$ cat config.mk
export PLATFORM = sky130hd
export DESIGN_NAME = ctrl_seq
export DESIGN_NICKNAME = d
export VERILOG_FILES = /design/src/rtl/ctrl_pkg.sv /design/src/rtl/ctrl_seq_cnt.sv /design/src/rtl/ctrl_seq.sv
export SDC_FILE = /design/constraint.sdc
export NUM_CORES = 1
export LEC_CHECK = 0
export CAP_MARGIN = 20
export CORE_MARGIN = 10
export CORE_UTILIZATION = 45
export DETAILED_ROUTE_END_ITERATION = 8
export PLACE_DENSITY = 0.77
export SETUP_SLACK_MARGIN = 0.02
export SLEW_MARGIN = 20
export SYNTH_ARGS = -nofsm -noshare
export SYNTH_HDL_FRONTEND = slang
export SYNTH_SLANG_ARGS = --single-unit
$ cat constraint.sdc
create_clock -name clk -period 1.85 [get_ports clk]
set_input_delay 0.4625 -clock clk [delete_from_list [all_inputs] [get_ports clk]]
set_output_delay 0.4625 -clock clk [all_outputs]
set_load 0.05 [all_outputs]
$ cat src/rtl/ctrl_pkg.sv
// Shared types for the sample-rate-converter sequencer: FSM state encoding,
// the datapath strobe bundle and the state-to-strobe decode used by legacy blocks.
package ctrl_pkg;

  typedef enum logic [2:0] {
    S_IDLE, S_FETCH, S_AINIT, S_MAC, S_RESULT, S_WRITE, S_OUTPUT, S_DONE
  } state_t;

  typedef struct packed {
    logic pc_clr;
    logic pc_incr;
    logic fetch;
    logic h_init;
    logic a_init;
    logic cnt;
    logic res_err;
    logic rf_rw;
    logic get_logic;
    logic new_in;
    logic new_out;
  } ctrl_strobe_t;

  // Index width: at least one bit so single-entry counters still have a port.
  function automatic int idx_w(input int n);
    return (n > 1) ? $clog2(n) : 1;
  endfunction

  // new_in depends on the accept handshake, not on state alone, so it is left 0 here.
  function automatic ctrl_strobe_t decode(input state_t s);
    ctrl_strobe_t d;
    d = '0;
    case (s)
      S_FETCH:  begin d.fetch = 1'b1;  d.h_init = 1'b1;    end
      S_AINIT:  begin d.a_init = 1'b1; d.get_logic = 1'b1; end
      S_MAC:    begin d.cnt = 1'b1;    d.pc_incr = 1'b1;   end
      S_RESULT: begin d.res_err = 1'b1; d.rf_rw = 1'b1;    end
      S_WRITE:  d.rf_rw = 1'b1;
      S_OUTPUT: d.new_out = 1'b1;
      S_DONE:   begin d.pc_clr = 1'b1; d.rf_rw = 1'b1; d.get_logic = 1'b1; end
      default:  ;
    endcase
    return d;
  endfunction

endpackage

$ cat src/rtl/ctrl_seq_cnt.sv
// Wrapping index counter (0..MAX-1) with synchronous clear; tied to 0 when MAX==1.
module ctrl_seq_cnt
  import ctrl_pkg::*;
#(
  parameter int MAX = 2
) (
  input  logic                    clk,
  input  logic                    rst,
  input  logic                    clr,
  input  logic                    inc,
  output logic [idx_w(MAX)-1:0]   val,
  output logic                    last
);

  localparam int W = idx_w(MAX);

  generate
    if (MAX > 1) begin : g_cnt
      always_ff @(posedge clk) begin
        if (rst || clr)
          val <= '0;
        else if (inc)
          val <= last ? '0 : val + 1'b1;
      end
      assign last = (val == W'(MAX - 1));
    end else begin : g_tie
      logic unused_in;
      assign unused_in = ^{clk, rst, clr, inc};
      assign val  = '0;
      assign last = 1'b1;
    end
  endgenerate

endmodule

$ cat src/rtl/ctrl_seq.sv
// Control FSM for the SRC datapath: N_CH x N_PHASE output samples per input frame,
// N_TAPS MAC cycles each; all strobes registered from the next-state decode.
module ctrl_seq
  import ctrl_pkg::*;
#(
  parameter int N_TAPS  = 16,
  parameter int N_CH    = 2,
  parameter int N_PHASE = 1
) (
  input  logic                       clk,
  input  logic                       rst,
  input  logic                       in_valid,
  output logic                       in_ready,
  input  logic                       out_ready,
  output logic                       out_valid,
  output logic                       pc_clr,
  output logic                       pc_incr,
  output logic                       fetch,
  output logic                       h_init,
  output logic                       a_init,
  output logic                       cnt,
  output logic                       res_err,
  output logic                       rf_rw,
  output logic                       get_logic,
  output logic                       new_in,
  output logic                       new_out,
  output logic [idx_w(N_CH)-1:0]     ch_idx,
  output logic [idx_w(N_PHASE)-1:0]  ph_idx,
  output logic [idx_w(N_TAPS)-1:0]   tap_idx,
  output logic                       busy
);

  state_t       state, next_state;
  ctrl_strobe_t strb_q, strb_nxt;
  logic         in_ready_nxt, busy_nxt;
  logic         tap_last, ph_last, ch_last;
  logic         out_hs;

  assign out_hs = (state == S_OUTPUT) && out_ready;

  ctrl_seq_cnt #(.MAX(N_TAPS)) u_tap (
    .clk  (clk),
    .rst  (rst),
    .clr  ((state == S_AINIT) || (state == S_DONE)),
    .inc  (state == S_MAC),
    .val  (tap_idx),
    .last (tap_last)
  );

  ctrl_seq_cnt #(.MAX(N_PHASE)) u_ph (
    .clk  (clk),
    .rst  (rst),
    .clr  (state == S_DONE),
    .inc  (out_hs),
    .val  (ph_idx),
    .last (ph_last)
  );

  ctrl_seq_cnt #(.MAX(N_CH)) u_ch (
    .clk  (clk),
    .rst  (rst),
    .clr  (state == S_DONE),
    .inc  (out_hs && ph_last),
    .val  (ch_idx),
    .last (ch_last)
  );

  always_ff @(posedge clk) begin
    if (rst) begin
      state    <= S_IDLE;
      strb_q   <= '0;
      in_ready <= 1'b0;
      busy     <= 1'b0;
    end else begin
      state    <= next_state;
      strb_q   <= strb_nxt;
      in_ready <= in_ready_nxt;
      busy     <= busy_nxt;
    end
  end

  always_comb begin
    next_state = S_IDLE;
    case (state)
      S_IDLE:   next_state = (in_valid && in_ready) ? S_FETCH : S_IDLE;
      S_FETCH:  next_state = S_AINIT;
      S_AINIT:  next_state = S_MAC;
      S_MAC:    next_state = tap_last ? S_RESULT : S_MAC;
      S_RESULT: next_state = S_WRITE;
      S_WRITE:  next_state = S_OUTPUT;
      S_OUTPUT: begin
        if (!out_ready)
          next_state = S_OUTPUT;
        else if (ph_last && ch_last)
          next_state = S_DONE;
        else
          next_state = S_FETCH;
      end
      S_DONE:   next_state = S_IDLE;
      default:  next_state = S_IDLE;
    endcase
  end

  always_comb begin
    strb_nxt        = decode(next_state);
    strb_nxt.new_in = (state == S_IDLE) && in_valid && in_ready;
    in_ready_nxt    = (next_state == S_IDLE);
    busy_nxt        = (next_state != S_IDLE);
  end

  assign pc_clr    = strb_q.pc_clr;
  assign pc_incr   = strb_q.pc_incr;
  assign fetch     = strb_q.fetch;
  assign h_init    = strb_q.h_init;
  assign a_init    = strb_q.a_init;
  assign cnt       = strb_q.cnt;
  assign res_err   = strb_q.res_err;
  assign rf_rw     = strb_q.rf_rw;
  assign get_logic = strb_q.get_logic;
  assign new_in    = strb_q.new_in;
  assign new_out   = strb_q.new_out;
  assign out_valid = strb_q.new_out;

endmodule
==> impl_metrics.toml <==
[run_status]
outcome = "finished, final reports clean"

[routing]
drt_wl_total_um = 1680
drtAntennaViolNets = 0
first_pass_iters = 4
wl_per_cell_um = 12.4
drtIter0Drc = 8
post_drt_via_cell_ratio = 4.90
vias = 667
drc = 0

[layout]
fillers = 158
stdcell_area_um2 = 1020
fin_nets = 117
drive_gt1_frac = 0.333
antenna_cells = 0
final_util = 0.588
syn2layout_area_growth_pct = 24.9

[setup_path]
path_class = "reg2reg"
cp.required_ps = 2080
crit_slowest_cell = "dfxtp_2"
critPathLaunchType = "register"
path_cells = "ha_1 -> and3_1 -> o21ai_1 -> o221ai_2 -> buf_4 -> nor3b_1"
endpoint_kind = "register"
critical-path-top-delay-family = "simple AND/OR/NAND/NOR gates"
worstPathMaxFanout = 6
critPathBufInv = 1
crit_arrival_ps = 1850
max_stage_delay_ps = 360

[place]
gp_congestion = 0.781
dp_hpwl_um = 1290
port_buffers = 22
place_ws_ps = -43.3
dpl_cell_area_um2 = 981

[timing]
fmax_mhz = 616
skew_ps = 1.05
rsz0062_at_grt = "false"
min_period_ps = 1620
fin_crit_sh = 0.878
slew_viol_final = 0
layout_setup_ws_ps = 226
holdWs_ps = 485
finalSetupViolations = 0
finalHoldViolCount = 0

[logic_synthesis]
ys_seq_elements = 19
syn_avg_cell_area_um2 = 9.24
yosysTopAreaCellShare = 0.468
ys_types = 29
synth_largest_area_cell = "dfxtp_1"
syn_inst = 88
ys_warn_count = 0
syn_area_um2 = 813
yosysSeqAreaShare = 0.468
synth_area_leaders = "dfxtp_1 47%, nor2_1 5.5%, buf_6 4.2%"
syn_nets = 93

[die]
core_region_area_um2 = 1730
die_h_um = 62.5
die_w_um = 62.5
start_util = 0.471
dieArea_um2 = 3910
num_rows = 15
io_pins = 24

[power_and_ir_drop]
power.density_nw_per_um2 = 852
peakVddDrop_uv = 446
p_leak_nw = 0.442

[global_route]
use_met3 = 0.0197
grt_pass1_wl_um = 2900
grt_max_degree = 13
met1_usage = 0.109
grt_antenna_before_repair = 0
first_global_vias = 626
busiest_layer = "met2"
grt_overflow = 0
grt_use_total = 0.0919
use_met2 = 0.131

[cts]
insertion_delay_ps = 300
cts.reportedPaths.clkPinSlew_ps = 100
cts_buffer_depth = 2
cts_tree = "built"
cts_max_level = 1
cts_buffers = 3
hold_buffers = 0
ctsRootBufferMaster = "clkbuf_4"
clock-sinks = 19

[worst_hold_path]
min_path_type = "reg2reg"

[job]
drv_cap = 0
[flip-flops by register name, summed over array words and instances (netlist names)]
register,count
get_logic,1
res_err,1
rf_rw,1
state,3
u_ch.last,1
cnt,1
u_tap.val,4
in_ready,1
fetch,1
a_init,1
new_in,1
busy,1
pc_clr,1
new_out,1
[where the power goes]
group | switching (mW) | total (mW) | internal (mW)
clock network | 0.126 | 0.207 | 0.0808
registers | 0.0203 | 0.450 | 0.430
logic | 0.132 | 0.209 | 0.0768
total | 0.278 | 0.866 | 0.588
[stage by stage]
step,TNS (ps),cells,power [mW]
CTS,0,135,0.874
finish,0,136,0.866
floorplan,0,88,0.609
detailed placement,-54.6,131,0.663
global route,0,136,0.916
global placement,-6.72,131,0.662
[per-layer routing]
layer  wire, um  share of wire  up-vias
met2        798           0.47       12
met3         48          0.029        4
met5          0              0        -
met1        765           0.45      309
li1           -              -      342
met4         72          0.043        0
[Yosys cell counts, drive strengths merged]
library cell	n
nor3	3
o221ai	2
nor4	2
a32oi	1
nor2b	2
nor3b	1
xnor2	1
dfxtp	19
a21oi	5
nand2	7
o21ai	6
a22oi	2
buf	8
nor2	13
mux2i	1
or3	3
and3	1
a221oi	1
conb	1
nand2b	3
inv	2
or2	2
xor2	1
ha	1
[repair_timing]
action                     CTS  global route
setup endpoints to repair    0             2
gates resized for setup      0             1
buffers inserted             0             1
hold endpoints to repair     0             0
[placed cells by master, fill, tap and decap left out]
cell              n
buf_4            24
dfxtp_1          17
nor2_1           12
nand2_1           6
a21oi_1           5
o21ai_0           5
nand2b_1          3
nor3_1            3
clkbuf_4          3
clkdlybuf4s50_1   3
or2_2             2
o221ai_2          2
inv_1             2
nor2b_1           2
a22oi_1           2
nor4_1            2
or3_1             2
dfxtp_2           2
and3_1            1
nand2_4           1
o21ai_1           1
nor2_4            1
xor2_1            1
xnor2_1           1
a221oi_1          1
or3_2             1
nor3b_1           1
mux2i_1           1
a32oi_1           1
ha_1              1
conb_1            1
clkinv_2          1
[final timing paths]
| check | start | to | slack (ps) | cells past startpoint |
|---|---|---|---|---|
| worst min-delay path | in_ready$_SDFF_PP0_ | new_in$_SDFF_PP0_ | 480 | 2 |
| worst max-delay path | u_tap.val[0]$_SDFFE_PP0P_ | fetch$_SDFF_PP0_ | 230 | 6 |
| worst min register to register | in_ready$_SDFF_PP0_ | new_in$_SDFF_PP0_ | 480 | 2 |
| worst max register to register | u_tap.val[0]$_SDFFE_PP0P_ | fetch$_SDFF_PP0_ | 230 | 6 |
[worst register-to-register path, cell delays in order (launching register included)]
cell and delay, ps:
dfxtp_2 360, ha_1 240, and3_1 240, o21ai_1 170, o221ai_2 180, buf_4 190, nor3b_1 180
[kinds of logic after synthesis]
group	synth area share
AO/OA/AOI/OAI	0.145
XOR/XNOR	0.0215
adder cells (fa/ha/maj)	0.0154
buffers and inverters	0.0938
flip-flops	0.468
multiplexers	0.0123
other	0.00461
AND/OR/NAND/NOR	0.240
[cell type report]
cell class	count	area, um2	area share
multi-input cells	59	357	0.351
clock inverters	1	5.00	0.00493
repair buffers	27	210	0.207
well taps	25	31.3	0.0308
flip-flops and latches	19	383	0.377
inverters	2	7.51	0.00739
clock buffers	3	22.5	0.0222
(Power assumes the default switching activity.)
